`src/rtl/cic_decim_ctrl_pkg.sv`:
```
// Shared types and helpers for the CIC decimation sequencer: state encoding,
// log2 field width and the constant clog2 used to size the counters.
package cic_decim_ctrl_pkg;

    localparam int CIC_LOG2_W = 5;

    typedef enum logic [1:0] {
        ST_RST    = 2'd0,
        ST_SETTLE = 2'd1,
        ST_RUN    = 2'd2
    } cic_state_e;

    // Never returns less than 1 so the result can always size a vector.
    function automatic int cic_clog2(input int value);
        int r;
        r = 0;
        while ((1 << r) < value) r++;
        return (r < 1) ? 1 : r;
    endfunction

endpackage

```
`src/rtl/cic_decim_ctrl_settle_counter.sv`:
```
// Saturating strobe counter with synchronous clear, enable and a terminal-count
// flag; paces the CIC settle interval and, optionally, the blanked-strobe statistic.
module cic_settle_counter #(
    parameter int             W     = 4,
    parameter logic [W-1:0]   LIMIT = '1
) (
    input  logic         clk_i,
    input  logic         rst_ni,
    input  logic         clr_i,
    input  logic         en_i,
    output logic [W-1:0] cnt_o,
    output logic         tc_o
);

    logic [W-1:0] cnt_q, cnt_d;

    always_comb begin
        cnt_d = cnt_q;
        if (clr_i) begin
            cnt_d = '0;
        end else if (en_i && (cnt_q != LIMIT)) begin
            cnt_d = cnt_q + 1'b1;
        end
    end

    always_ff @(posedge clk_i or negedge rst_ni) begin
        if (!rst_ni) begin
            cnt_q <= '0;
        end else begin
            cnt_q <= cnt_d;
        end
    end

    assign cnt_o = cnt_q;
    assign tc_o  = (cnt_q == LIMIT);

endmodule

```
`src/rtl/cic_decim_ctrl.sv`:
```
// Decimation-change sequencer for a power-of-two CIC decimator: validates requests,
// resets the CIC, loads R and blanks output strobes until the pipeline has settled.
// Optional statistics outputs blank_cnt/reconfig_cnt are enabled by CIC_CTRL_STATS_EN.
module cic_decim_ctrl
    import cic_decim_ctrl_pkg::*;
#(
    parameter int STAGES       = 5,
    parameter int MAX_LOG2     = 11,
    parameter int DEFAULT_LOG2 = 0,
    parameter int SETTLE_EXTRA = 0,
    parameter int RESET_CYCLES = 2,
    parameter int MD           = 18
) (
    input  logic                  clock,
    input  logic                  reset_n,
    input  logic                  cfg_valid,
    input  logic [CIC_LOG2_W-1:0] cfg_log2,
    output logic                  cfg_ready,
    output logic                  cfg_err,
    output logic [MD-1:0]         decimation,
    output logic [CIC_LOG2_W-1:0] cur_log2,
    output logic                  cic_reset,
    input  logic                  in_strobe,
    output logic                  cic_in_strobe,
    input  logic                  cic_out_strobe,
    output logic                  out_strobe,
`ifdef CIC_CTRL_STATS_EN
    output logic [15:0]           blank_cnt,
    output logic [7:0]            reconfig_cnt,
`endif
    output logic                  busy
);

    localparam int SETTLE_N = STAGES + SETTLE_EXTRA;
    localparam int CNT_W    = cic_clog2(SETTLE_N + 1);
    localparam int RC_W     = cic_clog2(RESET_CYCLES);

    cic_state_e            state_q;
    logic [RC_W-1:0]       rst_cnt_q;
    logic [CIC_LOG2_W-1:0] cur_log2_q;
    logic [MD-1:0]         decimation_q;
    logic                  cfg_err_q;
    logic [CNT_W-1:0]      settle_cnt_unused;
    logic                  settle_tc;
    logic                  in_run;
    logic                  accept;
    logic                  reject;

    assign in_run = (state_q == ST_RUN);
    assign accept = in_run && cfg_valid && (cfg_log2 <= CIC_LOG2_W'(MAX_LOG2));
    assign reject = in_run && cfg_valid && (cfg_log2 >  CIC_LOG2_W'(MAX_LOG2));

    // Terminal count sits one below the settle length: the strobe that reaches it
    // is itself still blanked and hands over to RUN.
    cic_settle_counter #(
        .W     (CNT_W),
        .LIMIT (CNT_W'(SETTLE_N - 1))
    ) u_settle (
        .clk_i  (clock),
        .rst_ni (reset_n),
        .clr_i  (state_q != ST_SETTLE),
        .en_i   (cic_out_strobe),
        .cnt_o  (settle_cnt_unused),
        .tc_o   (settle_tc)
    );

    always_ff @(posedge clock or negedge reset_n) begin
        if (!reset_n) begin
            state_q      <= ST_RST;
            rst_cnt_q    <= '0;
            cur_log2_q   <= CIC_LOG2_W'(DEFAULT_LOG2);
            decimation_q <= MD'(1) << DEFAULT_LOG2;
            cfg_err_q    <= 1'b0;
        end else begin
            cfg_err_q <= reject;
            case (state_q)
                ST_RST: begin
                    if (rst_cnt_q == RC_W'(RESET_CYCLES - 1)) begin
                        state_q   <= ST_SETTLE;
                        rst_cnt_q <= '0;
                    end else begin
                        rst_cnt_q <= rst_cnt_q + 1'b1;
                    end
                end
                ST_SETTLE: begin
                    if (cic_out_strobe && settle_tc) begin
                        state_q <= ST_RUN;
                    end
                end
                ST_RUN: begin
                    if (accept) begin
                        state_q      <= ST_RST;
                        rst_cnt_q    <= '0;
                        cur_log2_q   <= cfg_log2;
                        decimation_q <= MD'(1) << cfg_log2;
                    end
                end
                default: begin
                    state_q   <= ST_RST;
                    rst_cnt_q <= '0;
                end
            endcase
        end
    end

    // Strobe gating is decoded straight from the registered state: no added latency.
    assign cic_reset     = (state_q == ST_RST);
    assign cic_in_strobe = in_strobe && (state_q != ST_RST);
    assign out_strobe    = cic_out_strobe && in_run;
    assign cfg_ready     = in_run;
    assign busy          = !in_run;
    assign cfg_err       = cfg_err_q;
    assign decimation    = decimation_q;
    assign cur_log2      = cur_log2_q;

`ifdef CIC_CTRL_STATS_EN
    logic       blank_tc_unused;
    logic [7:0] reconfig_cnt_q;

    // Any CIC output strobe outside RUN is a suppressed one, RST included.
    cic_settle_counter #(
        .W     (16),
        .LIMIT (16'hFFFF)
    ) u_blank (
        .clk_i  (clock),
        .rst_ni (reset_n),
        .clr_i  (1'b0),
        .en_i   (cic_out_strobe && !in_run),
        .cnt_o  (blank_cnt),
        .tc_o   (blank_tc_unused)
    );

    always_ff @(posedge clock or negedge reset_n) begin
        if (!reset_n) begin
            reconfig_cnt_q <= '0;
        end else if (accept) begin
            reconfig_cnt_q <= reconfig_cnt_q + 8'd1;
        end
    end

    assign reconfig_cnt = reconfig_cnt_q;
`endif

endmodule

```
`config.mk`:
```
export PLATFORM = sky130hd
export DESIGN_NAME = cic_decim_ctrl
export DESIGN_NICKNAME = d
export VERILOG_FILES = /design/src/rtl/cic_decim_ctrl_pkg.sv /design/src/rtl/cic_decim_ctrl_settle_counter.sv /design/src/rtl/cic_decim_ctrl.sv
export SDC_FILE = /design/constraint.sdc
export NUM_CORES = 1
export LEC_CHECK = 0
export BUFFER_PORTS_ARGS = -buffer_cell sky130_fd_sc_hd__clkbuf_2
export CAP_MARGIN = 20
export CELL_PAD_IN_SITES_DETAIL_PLACEMENT = 0
export CELL_PAD_IN_SITES_GLOBAL_PLACEMENT = 1
export CORE_MARGIN = 5
export CORE_UTILIZATION = 35
export DETAILED_ROUTE_END_ITERATION = 12
export PLACE_DENSITY_LB_ADDON = 0.08
export RECOVER_POWER = 100
export SYNTH_ARGS = -nofsm -noshare
export SYNTH_HDL_FRONTEND = slang
export SYNTH_SLANG_ARGS = --single-unit
```
`constraint.sdc`:
```
create_clock -name clock -period 1.4 [get_ports clock]
set_input_delay 0.28 -clock clock [delete_from_list [all_inputs] [get_ports clock]]
set_output_delay 0.28 -clock clock [all_outputs]
set_load 0.02 [all_outputs]
```
## Word level (Yosys, flattened, before mapping)

Cells that the tools add are included.

| storage, ports and cells | value |
|---|---|
| flip-flop bits (word level) | 30 |
| memories | 0 |
| ROM bits | 0 |
| output and inout bits | 29 |
| latch bits | 0 |
| RAM bits | 0 |
| logic and storage cells | 43 |
| input bits | 10 |

| cells by class | value |
|---|---|
| div/mod/pow operators | 0 |
| reduce and logical (&&, ||, !) cells | 14 |
| order comparisons | 2 |
| multiply operators | 0 |
| shifts and indexed selects | 1 |
| add/sub/neg operators | 2 |
| eq/ne operators | 8 |
| multiplexer cells | 9 |
| bitwise gates (word level) | 1 |

Operators with widths:

| cell | number |
|---|---|
| $shl A1 B5 Y18 const A | 1 |
| $logic_and A1 B1 Y1 | 7 |
| $mux W2 | 3 |
| $mux W3 | 2 |
| $ne A2 B1 Y1 const B | 3 |
| $pmux W2 S3 | 1 |
| $gt A5 B4 Y1 const B | 1 |
| $le A5 B4 Y1 const B | 1 |
| $reduce_and A2 Y1 | 2 |
| $reduce_bool A2 Y1 | 2 |
| $add A3 B1 Y3 const B | 1 |
| $eq A3 B3 Y1 const B | 1 |
| $ne A3 B3 Y1 const B | 1 |
| $pmux W1 S3 | 1 |
| $reduce_and A3 Y1 | 1 |
| $eq A2 B1 Y1 const B | 1 |
| $eq A2 B2 Y1 const B | 1 |
| $logic_not A2 Y1 | 1 |
| $mux W1 | 2 |
| $ne A2 B2 Y1 const B | 1 |
| $add A1 B1 Y1 const B | 1 |
| $logic_not A1 Y1 | 1 |
| $not A1 Y1 | 1 |

## Logic depth before layout (Yosys ltp)

| logic depth | value |
|---|---|
| depth after elaboration | 5 |
| depth in mapped cells | 5 |
| gate-level depth less buffers | 5 |

## Hierarchy

From an unflattened synthesis, not the netlist that was laid out.

| second synthesis, totals | value |
|---|---|
| cells, all modules | 105 |
| area, all modules | 1368.8 sq um |

By module, submodules not included:

| module | cells each | area an instance (sq um) | times used | sequential area each (sq um) |
|---|---|---|---|---|
| cic_decim_ctrl | 87 | 1171.1 | 1 | 676.9 |
| cic_settle_counter | 18 | 197.7 | 1 | 75.1 |

## Worst setup path after synthesis

No wires, ideal clock.

| timing path | value |
|---|---|
| path kind | register -> register |
| from | register state_q[1] |
| to | register decimation_q[10] (netlist: decimation[10]) |
| clock period less this slack | 1.401 ns |
| data required time | 1.275 ns |
| stages on the path, launching flop included | 6 |
| slack | -0.001 ns |
| arrival | 1.275 ns |
| library setup time | 0.125 ns |
| buffers on the path | 2 |
| cell sequence | dfrtp_1 nor2b_1 buf_4 nand3_4 buf_6 mux2_4 |

| on the way | value |
|---|---|
| longest elaborated chain between the ends | 4 |

Ends and longest elaborated chain:

| element | line | RTL |
|---|---|---|
| start: declaration | cic_decim_ctrl.sv:38 | `cic_state_e state_q;` |
| start signal: assignment | cic_decim_ctrl.sv:69 | `state_q <= ST_RST;` |
| start signal: assignment | cic_decim_ctrl.sv:79 | `state_q <= ST_SETTLE;` |
| start signal: assignment | cic_decim_ctrl.sv:87 | `state_q <= ST_RUN;` |
| $eq A2 B2 Y1 * | cic_decim_ctrl.sv:49 | `assign in_run = (state_q == ST_RUN);` |
| net cfg_ready | cic_decim_ctrl.sv:18 | `output logic cfg_ready,` |
| $logic_and A1 B1 Y1 (2 in series) | cic_decim_ctrl.sv:50 | `assign accept = in_run && cfg_valid && (cfg_log2 <= CIC_LOG2_W'(MAX_LOG2));` |
| $reduce_and A2 Y1 (no source line) * | - |  |
| end signal: assignment | cic_decim_ctrl.sv:72 | `decimation_q <= MD'(1) << DEFAULT_LOG2;` |
| end signal: assignment | cic_decim_ctrl.sv:95 | `decimation_q <= MD'(1) << cfg_log2;` |
| end: declaration | cic_decim_ctrl.sv:41 | `logic [MD-1:0] decimation_q;` |

The timed path passes the listed nets; every way through them passes the cells marked *.
A chain may end at the register's enable or synchronous reset.

## Worst setup path after layout

| timing path | value |
|---|---|
| from | register state_q[1] |
| to | output out_strobe |

| on the way | value |
|---|---|
| longest elaborated chain between the ends | 2 |

Ends and longest elaborated chain:

| element | line | RTL |
|---|---|---|
| $eq A2 B2 Y1 | cic_decim_ctrl.sv:49 |  |
| $logic_and A1 B1 Y1 | cic_decim_ctrl.sv:109 | `assign out_strobe = cic_out_strobe && in_run;` |
| end: declaration | cic_decim_ctrl.sv:26 | `output logic out_strobe,` |

No other way between the ends.

==> out/metrics.csv <==
stage;metric;value;unit
clock_network;CTS root buf;clkbuf_8;
setup_path;r2r setup slk;10;ps
yosys;number of synthesized register bits;30;
clock_network;TritonCTS buffer count;5;
route;vias;935;
clock_network;CTS clk-pin slew, worst paths;60;ps
min_path;Min-Delay Path Class;in2reg;
timing;endpoints failing setup;2;
floorplanning;die area;5140;um2
grt;first-pass GRT wire length;4.63;mm
timing;Final Hold Fails;0;
grt;grt total ovfl;0;
setup_path;data arrival time of the worst path;1170;ps
setup_path;CP endpoint kind;primary output;
timing;highest clock rate;688;MHz
clock_network;CTS tree;yes;
cells_and_area;Reg area;752;um2
timing;Final WS setup;-53.5;ps
floorplanning;CORE AREA;3690;um2
floorplanning;Die Width;71.7;um
yosys;Post-Syn Nets;116;
outcome;status;finished with violations;
yosys;most frequent cell after synthesis;dfrtp_1;
placed_design;Placer Congestion;0.665;
floorplanning;Die Height;71.7;um
cells_and_area;layout cells sized above 1;50.0;%
yosys;Mean Syn Cell Area;12.8;um2
min_path;hold_sp;cfg_valid;
yosys;unique cell type count in the Yosys netlist;27;
route;routed length per instance;13.2;um
floorplanning;Starting Density;36.1;%
route;DR DRC count;0;
setup_path;r2r startpoint;state_q[0];
yosys;Mapped Area;1330;um2
yosys;Main synth FF type;dfrtp_1;
setup_path;critical path type;reg2out;
timing;Least-Margin Pin Slew;871;ps
setup_path;Critical Path Fanout Max;4;
cells_and_area;nets;171;
grt;initial antenna violation count;0;
yosys;largest cells by area after synthesis;dfrtp_1, mux2_4, mux2_2;
floorplanning;I/O pin total;39;
route;first-pass iteration count of the detailed router;3;
cells_and_area;synth-to-layout area growth;38.9;%
clock_network;Num Clock Sinks;30;
timing;fin. max-slew vios;0;
yosys;post-synth top area cell;dfrtp_1;
yosys;Post-synth ARST share;100;%
grt;GRT Util Overall;11.9;%
cells_and_area;Fillers;340;
clock_network;# H-tree levels;2;
placed_design;HPWL after detailed placement;2.03;mm
cells_and_area;Ant. Diodes;0;
yosys;commonest cells in the netlist;dfrtp_1, mux2_4, nor2_1, and2_1, nor3_1;
yosys;Syn Inst Count;104;
setup_path;cells on worst reg2reg path;5;
job;number of max-cap violations;0;
yosys;area share of the largest cell type after synthesis;54.5;%
timing;final period utilization;104;%
pwr;leakage power;1.00;nW
placed_design;# port buffers;38;
grt;vias in the first global route;972;
cells_and_area;Multi-input gate area;564;um2
route;Routed WL;2.76;mm
yosys;EDFF count, synth;0;
yosys;sequential area share after synthesis;56.4;%
timing;slew margin rel.;41.9;%
floorplanning;row count;22;
setup_path;Critical Path RT;1120;ps
min_path;hold path endpoint;cfg_err;
pwr;VDD IR-drop max;0.613;mV
yosys;warnings from Yosys;0;
timing;post-layout minimum cycle time;1450;ps
pwr;pwr dens;1240;nW/um2
grt;maximum number of pins on one net before global-route repair;17;
setup_path;worst r2r dst;decimation[4];
clock_network;Longest Clk Path Bufs;2;
min_path;Min-Delay Path Depth;3;
outcome;failing checks;negative setup slack;
clock_network;worst-skew pair later-pin latency;270;ps
timing;unrepaired setup endpoints after global routing;yes;
pwr;Pwr Total;0.00230;W
setup_path;Setup crit start kind;register;
route;vias per inst;4.50;
route;drt initial violations;37;
timing;clock skew;3.34;ps
route;Routed Antenna Nets;0;
cells_and_area;post-layout util;50.2;%
per-stage QoR:
stage | std cells | area, um2 | TNS [ps] | worst slack [ps] | hold WS, ps
global route | 208 | 1850 | -686 | -113 | 254
detailed placement | 195 | 1640 | -4.14 | -4.14 | 229
CTS | 206 | 1800 | -142 | -74.2 | 238
global placement | 195 | 1640 | 0 | 24.7 | 225
floorplan | 104 | 1340 | 0 | 3.93 | -15.6
finish | 208 | 1850 | -81.1 | -53.5 | 247
sequential cells by signal, indices dropped and copies added, names as in the netlist:
register        count
decimation         18
cur_log2            5
u_settle.cnt_o      3
state_q             2
cfg_err             1
rst_cnt_q           1
repair_timing:
| action | 4_1_cts | 5_1_grt |
|---|---|---|
| pin swaps | 1 | 0 |
| hold endpoints to repair | 14 | 0 |
| cloned | 0 | 1 |
| hold buffers | 1 | 0 |
| buffers inserted | 2 | 1 |
| setup endpoints to repair | 6 | 16 |
| resized for setup | 12 | 11 |
critical path, stage by stage (launching register included):
cell,delay (ps)
dfrtp_1,400
nor2b_4,140
buf_6,120
and2_4,130
buf_8,120
metal layers:
layer | vias to the layer above | share of wire, % | GRT usage, %
met5 | - | 0 | 0
met4 | 0 | 1.7 | 5.64
met3 | 6 | 7.0 | 4.77
met2 | 27 | 48 | 19.7
met1 | 439 | 43 | 13.2
li1 | 463 | - | -
placed cells by master, fill, tap and decap left out, types with 4 or more instances in the layout:
cell type,n
nor3_1,6
clkbuf_8,6
dfrtp_1,29
nor2_1,10
nand2b_1,5
and2_1,7
mux2_4,14
clkbuf_2,32
inv_1,4
buf_4,8
cells by family after synthesis:
group,share of synthesized area (%)
simple gates,16.6
flops,56.4
mux,17.4
compound gates,3.66
buf+inv,3.38
fa+ha+maj,1.88
xor+xnor,0.657
final cells by class:
type | count | share of cell area, %
well taps | 48 | 3.25
multi-input cells | 67 | 30.5
inverters | 4 | 0.811
clock buffers | 7 | 4.67
flip-flops and latches | 30 | 40.6
repair buffers | 51 | 19.9
clock inverters | 1 | 0.270
where the power goes:
group | switching (W) | internal, W
combinational | 0.000276 | 0.000280
clock | 0.000300 | 0.000395
sequential | 0.0000768 | 0.000968
worst max path at each step:
stage                            startpoint                 to  slack, ps  cells after the start
after floorplan                  state_q[0]     decimation[10]          4                      5
after global placement           state_q[0]         out_strobe         20                      4
after detailed placement  u_settle.cnt_o[0]  u_settle.cnt_o[1]         -4                      5
after CTS                        state_q[0]         out_strobe        -70                      4
after global routing             state_q[0]         out_strobe       -110                      4
final                            state_q[1]         out_strobe        -50                      4
Note: power is estimated with default switching activity, not from simulation.
